===== src/rtl/add_pkg.sv =====
// Shared definitions for the bit-serial adder: controller states and the
// supported operand-width range.
package add_pkg;

  localparam int WIDTH_MIN = 1;
  localparam int WIDTH_MAX = 32;

  typedef enum logic [1:0] {
    IDLE = 2'd0,
    RUN  = 2'd1,
    DONE = 2'd2
  } state_t;

endpackage


===== src/rtl/add_bit_cell.sv =====
// One-bit full adder built from two half adders with the carries ORed.
module add_bit_cell (
  input  logic a,
  input  logic b,
  input  logic cin,
  output logic s,
  output logic cout
);

  logic s_ab;
  logic c_ab;
  logic c_sc;

  half_adder u_ha0 (
    .a (a),
    .b (b),
    .s (s_ab),
    .c (c_ab)
  );

  half_adder u_ha1 (
    .a (s_ab),
    .b (cin),
    .s (s),
    .c (c_sc)
  );

  assign cout = c_ab | c_sc;

endmodule


===== src/rtl/half_adder.sv =====
// One-bit half adder: sum and carry of two input bits.
module half_adder (
  input  logic a,
  input  logic b,
  output logic s,
  output logic c
);

  assign s = a ^ b;
  assign c = a & b;

endmodule


===== src/rtl/serial_add_ctrl.sv =====
// Bit-serial add controller: accepts an operand pair, adds one bit per clock
// LSB first through a single adder cell, then presents sum and carry-out.
module serial_add_ctrl
  import add_pkg::*;
#(
  parameter int WIDTH = 8
) (
  input  logic             clk,
  input  logic             rst_n,
  input  logic             in_valid,
  output logic             in_ready,
  input  logic [WIDTH-1:0] in_a,
  input  logic [WIDTH-1:0] in_b,
  input  logic             in_cin,
  output logic             out_valid,
  input  logic             out_ready,
  output logic [WIDTH-1:0] out_sum,
  output logic             out_cout,
  output logic             busy
);

  localparam int CNT_W = $clog2(WIDTH + 1);

  if (WIDTH < WIDTH_MIN || WIDTH > WIDTH_MAX) begin : g_bad_width
    $error("serial_add_ctrl: WIDTH out of range");
  end

  state_t           state;
  state_t           state_nxt;
  logic [WIDTH-1:0] a_sh;
  logic [WIDTH-1:0] b_sh;
  logic [WIDTH-1:0] sum_sh;
  logic             carry;
  logic [CNT_W-1:0] cnt;
  logic             cell_s;
  logic             cell_c;
  logic             accept;
  logic             run_done;
  logic             release_res;

  add_bit_cell u_cell (
    .a    (a_sh[0]),
    .b    (b_sh[0]),
    .cin  (carry),
    .s    (cell_s),
    .cout (cell_c)
  );

  assign accept      = in_valid && in_ready;
  assign release_res = out_valid && out_ready;
  // RUN spends WIDTH edges shifting and one more committing the result,
  // which keeps out_sum stable while the next operand pair is being added.
  assign run_done    = (cnt == CNT_W'(WIDTH));

  always_ff @(posedge clk or negedge rst_n) begin
    if (!rst_n) begin
      state <= IDLE;
    end else begin
      state <= state_nxt;
    end
  end

  always_comb begin
    state_nxt = state;
    case (state)
      IDLE:    if (accept)      state_nxt = RUN;
      RUN:     if (run_done)    state_nxt = DONE;
      DONE:    if (release_res) state_nxt = IDLE;
      default:                  state_nxt = IDLE;
    endcase
  end

  always_comb begin
    in_ready  = 1'b0;
    out_valid = 1'b0;
    busy      = 1'b0;
    case (state)
      IDLE:    in_ready  = 1'b1;
      RUN:     busy      = 1'b1;
      DONE:    out_valid = 1'b1;
      default: in_ready  = 1'b0;
    endcase
  end

  always_ff @(posedge clk or negedge rst_n) begin
    if (!rst_n) begin
      a_sh     <= '0;
      b_sh     <= '0;
      sum_sh   <= '0;
      carry    <= 1'b0;
      cnt      <= '0;
      out_sum  <= '0;
      out_cout <= 1'b0;
    end else begin
      case (state)
        IDLE: begin
          if (accept) begin
            a_sh   <= in_a;
            b_sh   <= in_b;
            carry  <= in_cin;
            sum_sh <= '0;
            cnt    <= '0;
          end
        end
        RUN: begin
          if (!run_done) begin
            a_sh   <= a_sh >> 1;
            b_sh   <= b_sh >> 1;
            sum_sh <= (sum_sh >> 1) | (WIDTH'(cell_s) << (WIDTH - 1));
            carry  <= cell_c;
            cnt    <= cnt + CNT_W'(1);
          end else begin
            out_sum  <= sum_sh;
            out_cout <= carry;
          end
        end
        default: begin
        end
      endcase
    end
  end

endmodule


===== config.mk =====
export PLATFORM = sky130hd
export DESIGN_NAME = serial_add_ctrl
export DESIGN_NICKNAME = d
export VERILOG_FILES = /design/src/rtl/add_pkg.sv /design/src/rtl/add_bit_cell.sv /design/src/rtl/half_adder.sv /design/src/rtl/serial_add_ctrl.sv
export SDC_FILE = /design/constraint.sdc
export NUM_CORES = 1
export LEC_CHECK = 0
export BUFFER_PORTS_ARGS = -buffer_cell sky130_fd_sc_hd__buf_2
export CORE_ASPECT_RATIO = 0.7
export CORE_MARGIN = 2
export CORE_UTILIZATION = 39
export DETAILED_ROUTE_END_ITERATION = 10
export PLACE_DENSITY = 0.56
export SLEW_MARGIN = 10
export SYNTH_ARGS = -nofsm -noshare
export SYNTH_HDL_FRONTEND = slang
export SYNTH_SLANG_ARGS = --single-unit

===== constraint.sdc =====
create_clock -name clk -period 2.86 [get_ports clk]
set_clock_uncertainty 0.05 [all_clocks]
set_input_delay 0.429 -clock clk [delete_from_list [all_inputs] [get_ports clk]]
set_output_delay 0.429 -clock clk [all_outputs]
set_load 0.03 [all_outputs]

==> results.md, run 1 <==
| Quantity | This run | Unit |
|:---|:---|:---|
| Run status | complete, no violations | - |
| Placer congestion estimate | 0.712 | - |
| Post-synthesis average cell area | 14.2 | um2 |
| Post-placement cell count | 210 | - |
| Worst reg2reg path depth | 6 | - |
| Site row count | 20 | - |
| Worst ir drop on vdd | 0.430 | mV |
| Router iterations before antenna repair | 4 | - |
| Number of cells in the finished layout apart from fillers | 218 | - |
| Final cycle utilization of the critical path | 0.752 | - |
| Clock-pin slew of the registers on the worst-case setup and hold paths | 80 | ps |
| Count of unresolved DRC violations after routing | 0 | - |
| Fin. max-slew vios | 0 | - |
| Global-route wire length before repair | 5310 | um |
| Count of unique library cells instantiated by Yosys | 29 | - |
| Worst slew margin relative to its limit | 0.411 | - |
| Crit. End Element | primary output | - |
| Synth Net Count | 151 | - |
| Clock power frac | 0.161 | - |
| Post-route core utilization | 0.475 | - |
| Die extent in y | 60.9 | um |
| Path category of the worst min-delay check | in2async | - |
| Net Sw Frac | 0.365 | - |
| Cts bufs inserted | 5 | - |
| Hold Fails Final Rpt | 0 | - |
| Largest net degree at the start of global routing | 41 | - |
| Switch Pwr | 866 | uW |
| Via count normalized by instance count | 5.03 | - |
| Post-synthesis sequential area ratio | 0.554 | - |
| Endpoint of the worst register-to-register path | a_sh[4]$_DFFE_PN0P_ | - |
| Number of placed I/O pins | 33 | - |
| CP Max Fanout | 14 | - |
| Startpoint of the worst register-to-register path | cnt[0]$_DFFE_PN0P_ | - |
| Total Routing Usage GR | 0.136 | - |
| Antenna violation net count after detailed routing | 0 | - |
| Via count of the routed design | 1096 | - |
| Wirelength per Cell | 14.4 | um |
| Post-Synthesis Cells | 127 | - |
| Combinational share of power | 0.437 | - |
| Prevailing post-synth register cell | dfrtp_1 | - |
| Leakage power | 0.00110 | uW |
| Number of global-route vias before repair | 1095 | - |
| Most frequent cells in the layout | 40 x dfrtp_1, 32 x buf_2, 15 x mux2_1 | - |
| Share of post-route cells with drive strength above 1 | 0.374 | - |
| Area of the die | 5200 | um2 |
| Sum Neg Setup Slack | 0 | ps |
| Maximum clock insertion buffer count | 2 | - |
| Worst reg2reg setup slack | 860 | ps |
| Post-CTS Setup Inserts | 0 | - |
| Cell area after synthesis | 1810 | um2 |
| Internal portion of total power | 1510 | uW |
| GRT Residual Overflow | 0 | - |
| Signal arrival time at the worst endpoint | 1670 | ps |
| Worst slew pin tran | 883 | ps |
| Initial antenna violation count | 0 | - |
| Number of synthesized flops with an enable pin | 0 | - |
| RSZ-0062 raised after global routing | no | - |
| First DRT Iteration DRCs | 25 | - |
| Port-buffer cells | 32 | - |
| Clock latency at the later pin of the worst-skew pair | 280 | ps |
| Number of warning messages in the yosys log | 0 | - |
| HPWL after DPL | 2260 | um |
| P per Cell Area | 1140 | nW/um2 |
| Hold-fix buffer count after cts | 0 | - |
| Cts repair resizes | 0 | - |
| Share of total power in sequential cells | 0.402 | - |
| TritonCTS clock tree | built | - |
| Detailed-route wire length | 3150 | um |
| Highest clock rate | 465 | MHz |
| Horizontal die dimension | 85.3 | um |
| H-tree depth | 2 | - |
| Root buffer cell | clkbuf_8 | - |
| Number of diodes added for antenna fixing | 0 | - |
| Initial core utilization | 0.410 | - |
| Number of max-capacitance violations reported | 0 | - |
| Most frequent standard cell in the layout excluding fill and tap cells | dfrtp_1 | - |
| CTS sink cnt | 40 | - |
| Area growth from synthesis to layout | 15.9 | % |
| Share of flip-flops with an asynchronous set or reset | 1.00 | - |
| Shortest clock period the worst path allows after layout | 2150 | ps |
| Req. time, crit path | 2380 | ps |
| Seq cells post-synth | 40 | - |
| Area of the core | 4400 | um2 |
| Start-to-end type of the worst setup path | reg2out | - |
| Type of element launching the critical path | register | - |
| Net total in the final layout | 186 | - |
| Final setup violation count | 0 | - |
-- critical path: stages, from the launching register on --
cell	delay, ps
dfrtp_1	490
nand2b_1	340
inv_4	310
buf_2	240
-- kinds of logic (layout without fill, tap and decap cells) --
| logic type | after synthesis | in the layout | share of synthesized area |
|---|---|---|---|
| muxes | 38 | 38 | 0.250 |
| adders and majority gates | 3 | 3 | 0.0249 |
| DFF | 40 | 40 | 0.554 |
| and+or+nand+nor | 14 | 14 | 0.0471 |
| AOI/OAI and AO/OA | 19 | 19 | 0.0832 |
| buffers and inverters | 13 | 49 | 0.0402 |
-- worst max path at each step --
stage,from,to
final,state[0]$_DFFE_PN0P_,busy
after detailed placement,cnt[0]$_DFFE_PN0P_,a_sh[4]$_DFFE_PN0P_
after global placement,cnt[0]$_DFFE_PN0P_,a_sh[3]$_DFFE_PN0P_
after global routing,state[0]$_DFFE_PN0P_,busy
after floorplan,cnt[0]$_DFFE_PN0P_,a_sh[3]$_DFFE_PN0P_
after CTS,state[0]$_DFFE_PN0P_,busy
-- layout make-up --
class | instances | area (um2)
Fill cell | 411 | 2310
Clock inverter | 2 | 10.0
Timing Repair Buffer | 32 | 160
Tap cell | 55 | 68.8
Multi-Input combinational cell | 74 | 732
Sequential cell | 40 | 1000
Inverter | 9 | 38.8
Clock buffer | 6 | 82.6
-- cells in the mapped netlist, drive strengths merged (3+ instances only) --
| cell type | count | area share |
|---|---|---|
| dfrtp | 40 | 0.55 |
| o21ai | 3 | 0.0083 |
| mux2i | 5 | 0.028 |
| nand3 | 4 | 0.011 |
| a22o | 9 | 0.044 |
| inv | 9 | 0.021 |
| buf | 4 | 0.019 |
| mux2 | 33 | 0.22 |
| nor2 | 3 | 0.010 |
-- layer usage --
metal,part of all wire,vias to the layer above,global-route usage
li1,-,524,-
met4,0.0048,0,0.0476
met1,0.52,548,0.194
met5,0,-,0
met3,0.044,2,0.0449
met2,0.43,22,0.198
-- sequential cells by signal (all words and copies together), names as in the netlist --
register	flops
carry	1
state	2
out_cout	1
cnt	4
a_sh	8
b_sh	8
out_sum	8
sum_sh	8
-- metrics by stage --
stage	setup slack, ps	instance area, um2	power [uW]	hold WS (ps)
5_1_grt	611	2090	2550	270
3_5_place_dp	858	2000	2020	424
3_3_place_gp	934	2000	1980	413
2_1_floorplan	1070	1810	1810	83.4
4_1_cts	689	2090	2410	243
6_report	708	2090	2380	212
-- power groups by stage --
stage	Sequential, uW	Combinational, uW	Clock [uW]
floorplan	1030	781	0
global placement	958	1030	0
detailed placement	967	1050	0
CTS	957	1050	395
global route	991	1140	421
finish	956	1040	382
Note: power is estimated with default switching activity, not from simulation.
==> run 2: changes to the inputs <==
Settings changed: PLACE_DENSITY 0.56 to 0.59.
Clock period 2.86 ns to 1.8 ns, I/O delays scaled along.
==> run 2 against run 1 <==
  * Critical path depth grew 3
  * Worst hold slack lost 17 ps
  * First-iteration DRC count grew 72%
  * Sequential cell count is the same
  * Global-route usage shrank 0.24 points
  * Setup slack lost 650 ps
  * Utilization grew 2.0 points
  * Die area is the same
  * Sequential share of layout area shrank 1.9 points
  * Via count grew 4.5%
  * Largest power group unchanged
  * Highest routed layer unchanged
==> results.md, run 2 (synthesis gave the netlist of run 1 again) <==
| Quantity | This run | Unit | Delta |
|:---|:---|:---|:---|
| Run status | complete, no violations | - | unchanged |
| Worst slew margin relative to its limit | 0.663 | - | was 0.411 |
| Initial antenna violation count | 0 | - | unchanged |
| Total Routing Usage GR | 0.134 | - | was 0.136 |
| Net total in the final layout | 192 | - | was 186 |
| Fin Hold WS | 195 | ps | was 212 ps |
| Via count of the routed design | 1145 | - | was 1096 |
| Most frequent cells in the layout | 39 x dfrtp_1, 32 x buf_2, 15 x mux2_1 | - | was 40 x dfrtp_1, 32 x buf_2, 15 x mux2_1 |
| Type of element launching the critical path | register | - | unchanged |
| Crit path setup slack, layout | 57.8 | ps | was 708 ps |
| First DRT Iteration DRCs | 43 | - | was 25 |
| Final non-filler cell area | 2180 | um2 | was 2090 um2 |
| Area growth from synthesis to layout | 20.8 | % | was 15.9% |
| Leakage power | 0.00115 | uW | was 0.00110 uW |
| Count of unresolved DRC violations after routing | 0 | - | unchanged |
| Worst slew pin tran | 505 | ps | was 883 ps |
| Multi-input combinational cell area | 734 | um2 | was 732 um2 |
| Clock-pin slew of the registers on the worst-case setup and hold paths | 80 | ps | about the same |
| Placed Instance Area | 2040 | um2 | was 2000 um2 |
| Worst ir drop on vdd | 0.721 | mV | was 0.430 mV |
| Wirelength per Cell | 14.5 | um | was 14.4 um |
| Via count normalized by instance count | 5.11 | - | was 5.03 |
| CTS sink cnt | 40 | - | unchanged |
| H-tree depth | 2 | - | unchanged |
| Largest net degree at the start of global routing | 41 | - | unchanged |
| Horizontal die dimension | 85.3 | um | unchanged |
| Highest clock rate | 574 | MHz |  |
| Sequential cell area in the final layout | 1000 | um2 | about the same |
| CP Max Fanout | 13 | - | was 14 |
| Final setup violation count | 0 | - | unchanged |
| Shortest clock period the worst path allows after layout | 1740 | ps |  |
| Post-CTS Setup Inserts | 0 | - | unchanged |
| Number of placed I/O pins | 33 | - | unchanged |
| Crit. End Element | register | - | was primary output |
| Post-route core utilization | 0.495 | - | was 0.475 |
| Antenna violation net count after detailed routing | 0 | - | unchanged |
| Global-route wire length before repair | 5260 | um | was 5310 um |
| Number of diodes added for antenna fixing | 0 | - | unchanged |
| Die extent in y | 60.9 | um | unchanged |
| Req. time, crit path | 1920 | ps | was 2380 ps |
| Clock latency at the later pin of the worst-skew pair | 290 | ps | was 280 ps |
| Hold Fails Final Rpt | 0 | - | unchanged |
| Sum Neg Setup Slack | 0 | ps | unchanged |
| Detailed-route wire length | 3240 | um | was 3150 um |
| Fin. max-slew vios | 0 | - | unchanged |
| Number of filler cells placed in the layout | 393 | - | was 411 |
| Router iterations before antenna repair | 4 | - | unchanged |
| Signal arrival time at the worst endpoint | 1870 | ps | was 1670 ps |
| Root buffer cell | clkbuf_8 | - | unchanged |
| Path category of the worst min-delay check | in2reg | - | was in2async |
| Start-to-end type of the worst setup path | reg2reg | - | was reg2out |
| Cts bufs inserted | 5 | - | unchanged |
| Number of global-route vias before repair | 1165 | - | was 1095 |
| GRT Residual Overflow | 0 | - | unchanged |
| Site row count | 20 | - | unchanged |
| Final cycle utilization of the critical path | 0.968 | - |  |
| Port-buffer cells | 32 | - | unchanged |
| Maximum clock insertion buffer count | 2 | - | unchanged |
| Minimum setup slack after placement | 46.4 | ps | was 858 ps |
| Most frequent standard cell in the layout excluding fill and tap cells | dfrtp_1 | - | unchanged |
| HPWL after DPL | 2270 | um | was 2260 um |
| Area of the die | 5200 | um2 | unchanged |
| P per Cell Area | 1850 | nW/um2 | was 1140 nW/um2 |
| Number of max-capacitance violations reported | 0 | - | unchanged |
| Placer congestion estimate | 0.751 | - | was 0.712 |
| Share of post-route cells with drive strength above 1 | 0.402 | - | was 0.374 |
| Area of the core | 4400 | um2 | unchanged |
| Initial core utilization | 0.410 | - | unchanged |
| TritonCTS clock tree | built | - | unchanged |
run 2: path summary, 6_finish.rpt:
path,startpoint,endpoint,slack [ps],depth (start not counted)
worst max-delay path,cnt[0]$_DFFE_PN0P_,a_sh[6]$_DFFE_PN0P_,60,6
worst min-delay path,in_b[7],b_sh[7]$_DFFE_PN0P_,190,2
worst max register to register,cnt[0]$_DFFE_PN0P_,a_sh[6]$_DFFE_PN0P_,60,6
worst min register to register,out_sum[5]$_DFFE_PN0P_,out_sum[5]$_DFFE_PN0P_,430,1
max in group asynchronous,rst_n,state[0]$_DFFE_PN0P_,810,3
min in group asynchronous,rst_n,out_sum[4]$_DFFE_PN0P_,520,3
run 2: what timing repair did:
| action | CTS | global route |
|---|---|---|
| endpoints found under the hold margin | 40 | 0 |
| setup endpoints to repair | 0 | 22 |
| hold buffers | 1 | 0 |
| resized for setup | 0 | 3 |
run 2: where the power goes:
group / internal (uW) / switching [uW]
combinational: 866 / 868
sequential: 1290 / 230
clock: 489 / 302
total: 2640 / 1400
run 2: critical path: stages, from the launching register on:
cell,delay (ps)
dfrtp_1,380
inv_1,90
ha_1,210
and3b_1,200
a21o_1,210
clkinv_4,130
mux2_2,350
run 2: cell type report:
type / instances / area share
sequential: 40 / 0.460
multi-input combinational: 74 / 0.337
timing repair buffer: 38 / 0.0952
clock buffer: 7 / 0.0442
tap: 55 / 0.0316
inverter: 9 / 0.0189
clock inverter: 1 / 0.0138
run 2: through the flow:
step,instances,power (uW)
6_report,224,4040
5_1_grt,224,4310
4_1_cts,224,4090
3_5_place_dp,215,3270
3_3_place_gp,215,3210
2_1_floorplan,127,2880
run 2: layer usage:
layer / up-vias / part of all wire / global-route usage / routed length (um)
li1: 538 / - / - / -
met1: 583 / 0.45 / 0.174 / 1470
met2: 17 / 0.49 / 0.205 / 1600
met3: 7 / 0.027 / 0.0354 / 89
met4: 0 / 0.024 / 0.0816 / 78
met5: - / 0 / 0 / 0
==> run 3: changes to the inputs <==
Settings changed: ABC_AREA set to 1, PLACE_DENSITY 0.59 to 0.63, SETUP_SLACK_MARGIN set to 0.02.
==> run 3 against run 2 <==
  * Setup slack gained 220 ps
  * Power shrank 4.1%
  * First-iteration DRC count grew to 3.0 times the previous value
  * Combinational power grew 5%
  * Sequential power is essentially flat
  * Final area grew 2.5%
  * Worst hold slack lost 70 ps
  * Via count grew 39%
  * Critical path type unchanged
==> results.md, run 3 <==
| Quantity | This run | Unit | Delta |
|:---|:---|:---|:---|
| Cell area after synthesis | 1940 | um2 | was 1810 um2 |
| Run status | complete, no violations | - | unchanged |
| Worst path max stage delay | 430 | ps | was 380 ps |
| Fin. max-slew vios | 0 | - | unchanged |
| Count of unresolved DRC violations after routing | 0 | - | unchanged |
| Internal portion of total power | 2120 | uW | was 2640 uW |
| Root buffer cell | clkbuf_8 | - | unchanged |
| Final setup violation count | 0 | - | unchanged |
| Hold-fix buffer count after cts | 1 | - | unchanged |
| Leading post-synthesis cells by instance count | 125 x nand2_1, 40 x dfrtp_1, 39 x nand3_1 | - | was 40 x dfrtp_1, 15 x mux2_1, 10 x mux2_2 |
| Synth Net Count | 268 | - | was 151 |
| Horizontal die dimension | 88.3 | um | was 85.3 um |
| TritonCTS clock tree | built | - | unchanged |
| Path category of the worst min-delay check | in2reg | - | unchanged |
| CP Max Fanout | 11 | - | was 13 |
| Hold Fails Final Rpt | 0 | - | unchanged |
| Area of the core | 4780 | um2 | was 4400 um2 |
| Share of flip-flops with an asynchronous set or reset | 1.00 | - | unchanged |
| Count of unique library cells instantiated by Yosys | 19 | - | was 29 |
| M1 GR Usage | 0.237 | - | was 0.174 |
| Most frequent standard cell in the layout excluding fill and tap cells | nand2_1 | - | was dfrtp_1 |
| Number of warning messages in the yosys log | 0 | - | unchanged |
| Detailed-route wire length | 3970 | um | was 3240 um |
| Via count normalized by instance count | 4.60 | - | was 5.11 |
| Via count of the routed design | 1591 | - | was 1145 |
| Post-synthesis sequential area ratio | 0.516 | - | was 0.554 |
| P per Cell Area | 1740 | nW/um2 | was 1850 nW/um2 |
| Number of max-capacitance violations reported | 0 | - | unchanged |
| Req. time, crit path | 1920 | ps | about the same |
| Total Power | 3880 | uW | was 4040 uW |
| GRT busiest layer | met2 | - | unchanged |
| Antenna violation net count after detailed routing | 0 | - | unchanged |
| Worst reg2reg path depth | 7 | - | was 6 |
| Met2 track demand over resource in global routing | 0.240 | - | was 0.205 |
| Share of total power in sequential cells | 0.390 | - | was 0.376 |
| Cts bufs inserted | 5 | - | unchanged |
| Post-CTS Setup Inserts | 0 | - | unchanged |
| H-tree depth | 2 | - | unchanged |
| Share of post-route cells with drive strength above 1 | 0.188 | - | was 0.402 |
| Type of element launching the critical path | register | - | unchanged |
| Initial antenna violation count | 0 | - | unchanged |
| Most area-hungry cell type in the Yosys netlist | dfrtp_1 | - | unchanged |
| Critical path capture point | out_cout$_DFFE_PN0P_ | - | was a_sh[6]$_DFFE_PN0P_ |
| Number of placed I/O pins | 33 | - | unchanged |
| HPWL after DPL | 2760 | um | was 2270 um |
| Initial core utilization | 0.405 | - | was 0.410 |
| CTS sink cnt | 40 | - | unchanged |
| Wirelength per Cell | 11.5 | um | was 14.5 um |
| Seq cells post-synth | 40 | - | unchanged |
| Net Sw Frac | 0.455 | - | was 0.346 |
| Highest clock rate | 656 | MHz | was 574 MHz |
| Post-synthesis average cell area | 7.94 | um2 | was 14.2 um2 |
| Final cycle utilization of the critical path | 0.846 | - | was 0.968 |
| Leakage power | 0.00130 | uW | was 0.00115 uW |
| Worst ir drop on vdd | 0.833 | mV | was 0.721 mV |
| Largest net degree at the start of global routing | 26 | - | was 41 |
| Number of synthesized flops with an enable pin | 0 | - | unchanged |
| Net total in the final layout | 301 | - | was 192 |
| Area of the die | 5560 | um2 | was 5200 um2 |
| Start-to-end type of the worst setup path | reg2reg | - | unchanged |
| Endpoint of the worst register-to-register path | out_cout$_DFFE_PN0P_ | - | was a_sh[6]$_DFFE_PN0P_ |
| Final non-filler cell area | 2230 | um2 | was 2180 um2 |
| Crit path max-delay cell type | dfrtp_1 | - | unchanged |
| Crit. End Element | register | - | unchanged |
| Port-buffer cells | 32 | - | unchanged |
| Post-Synthesis Cells | 244 | - | was 127 |
| Site row count | 21 | - | was 20 |
| Router iterations before antenna repair | 4 | - | unchanged |
| Die extent in y | 63.0 | um | was 60.9 um |
| GRT Residual Overflow | 0 | - | unchanged |
| Shortest clock period the worst path allows after layout | 1520 | ps | was 1740 ps |
| Prevailing post-synth register cell | dfrtp_1 | - | unchanged |
| Signal arrival time at the worst endpoint | 1640 | ps | was 1870 ps |
| Global-route wire length before repair | 7000 | um | was 5260 um |
| Cts repair resizes | 0 | - | unchanged |
| Cell count of the worst hold path | 2 | - | unchanged |
| Worst slew margin relative to its limit | 0.676 | - | was 0.663 |
| Number of diodes added for antenna fixing | 0 | - | unchanged |
| Worst reg2reg setup slack | 280 | ps | was 60 ps |
| Number of global-route vias before repair | 1489 | - | was 1165 |
| Startpoint of the worst register-to-register path | cnt[0]$_DFFE_PN0P_ | - | unchanged |
| Clock latency at the later pin of the worst-skew pair | 280 | ps | was 290 ps |
| Sum Neg Setup Slack | 0 | ps | unchanged |
| Global-route met3 utilization | 0.0410 | - | was 0.0354 |
| Maximum clock insertion buffer count | 2 | - | unchanged |
| Dominant cells by area after synthesis | dfrtp_1 52%, nand2_1 24%, nand3_1 10% | - | was dfrtp_1 55%, mux2_1 9.4%, mux2_4 6.7% |
| Switch Pwr | 1760 | uW | was 1400 uW |
| Area growth from synthesis to layout | 15.3 | % | was 20.8% |
| RSZ-0062 raised after global routing | no | - |  |
| Combinational share of power | 0.467 | - | was 0.429 |
| Most common cell on crit path | nand2_1 | - |  |
| Total Routing Usage GR | 0.164 | - | was 0.134 |
| Area share of the leading cell type in the synthesized netlist | 0.516 | - | was 0.554 |
| Most frequent cells in the layout | 125 x nand2_1, 40 x dfrtp_1, 39 x nand3_1 | - | was 39 x dfrtp_1, 32 x buf_2, 15 x mux2_1 |
| Placed Instance Area | 2150 | um2 | was 2040 um2 |
| Placer congestion estimate | 0.785 | - | was 0.751 |
| First DRT Iteration DRCs | 131 | - | was 43 |
| Dominant cell by count in the synthesized netlist | nand2_1 | - | was dfrtp_1 |
| Sequence of cells on the critical path | inv_1 -> ha_1 -> nand2_1 -> nor2_2 -> nand2_1 -> nand2_1 -> o21ai_2 | - | was inv_1 -> ha_1 -> and3b_1 -> a21o_1 -> clkinv_4 -> mux2_2 |
| Worst setup path start | cnt[0]$_DFFE_PN0P_ | - | unchanged |
| Worst slew pin tran | 485 | ps | was 505 ps |
| Clock-pin slew of the registers on the worst-case setup and hold paths | 80 | ps | about the same |
| Clock power frac | 0.143 | - | was 0.196 |
run 3: cell types whose count changed after synthesis, sizes merged, moves of 5 or more:
cell   before  now
nand2       1  128
mux2i       5    0
nand3       4   39
a22o        9    0
mux2       33    0
buf         4   12
run 3: area by class of cell:
cell class | instances | area, um2
Multi-Input combinational cell | 178 | 793
Clock buffer | 6 | 72.6
Clock inverter | 1 | 5.00
Inverter | 13 | 48.8
Sequential cell | 40 | 1000
Timing Repair Buffer | 39 | 228
Tap cell | 69 | 86.3
Fill cell | 519 | 2550
run 3: power by group through the flow:
stage	clock network, uW	registers (uW)	logic (uW)
4_1_cts	578	1510	1850
3_3_place_gp	0	1520	1820
3_5_place_dp	0	1520	1850
6_report	554	1510	1810
5_1_grt	627	1570	2090
2_1_floorplan	0	1610	1390
run 3: worst min-delay path by stage:
stage                          from                    to  slack (ps)
after floorplan               rst_n   a_sh[0]$_DFFE_PN0P_         -80
after global placement        rst_n   a_sh[3]$_DFFE_PN0P_         160
after detailed placement      rst_n   a_sh[3]$_DFFE_PN0P_         170
after CTS                 out_ready  state[1]$_DFFE_PN0P_         110
after global routing      out_ready  state[1]$_DFFE_PN0P_         110
final                     out_ready  state[1]$_DFFE_PN0P_         120
run 3: per-layer routing:
metal | vias up | part of all wire
li1 | 819 | -
met1 | 741 | 0.51
met2 | 27 | 0.43
met3 | 4 | 0.042
met4 | 0 | 0.011
met5 | - | 0
run 3: cell families after synthesis:
family	count (synthesis)	share of synthesized area
simple gates	172	0.373
flops	40	0.516
buf+inv	26	0.0742
fa+ha+maj	3	0.0232
compound gates	2	0.00839
xor+xnor	1	0.00452
run 3: worst max-delay path, delay by kind of cell, from the launching register on:
family / cells / cell delay [ps]
buffers and inverters: 1 / 90
AO/OA/AOI/OAI: 1 / 60
adder cells (fa/ha/maj): 1 / 160
AND/OR/NAND/NOR: 4 / 610
flip-flops: 1 / 430
run 3: through the flow:
step | hold slack, ps | utilization | setup WS [ps] | cells
floorplan | -75.6 | - | 244 | 244
global placement | 162 | 0.449 | 268 | 338
detailed placement | 169 | 0.449 | 260 | 338
CTS | 112 | 0.467 | 242 | 346
global route | 114 | 0.467 | 78.6 | 346
finish | 125 | 0.467 | 276 | 346
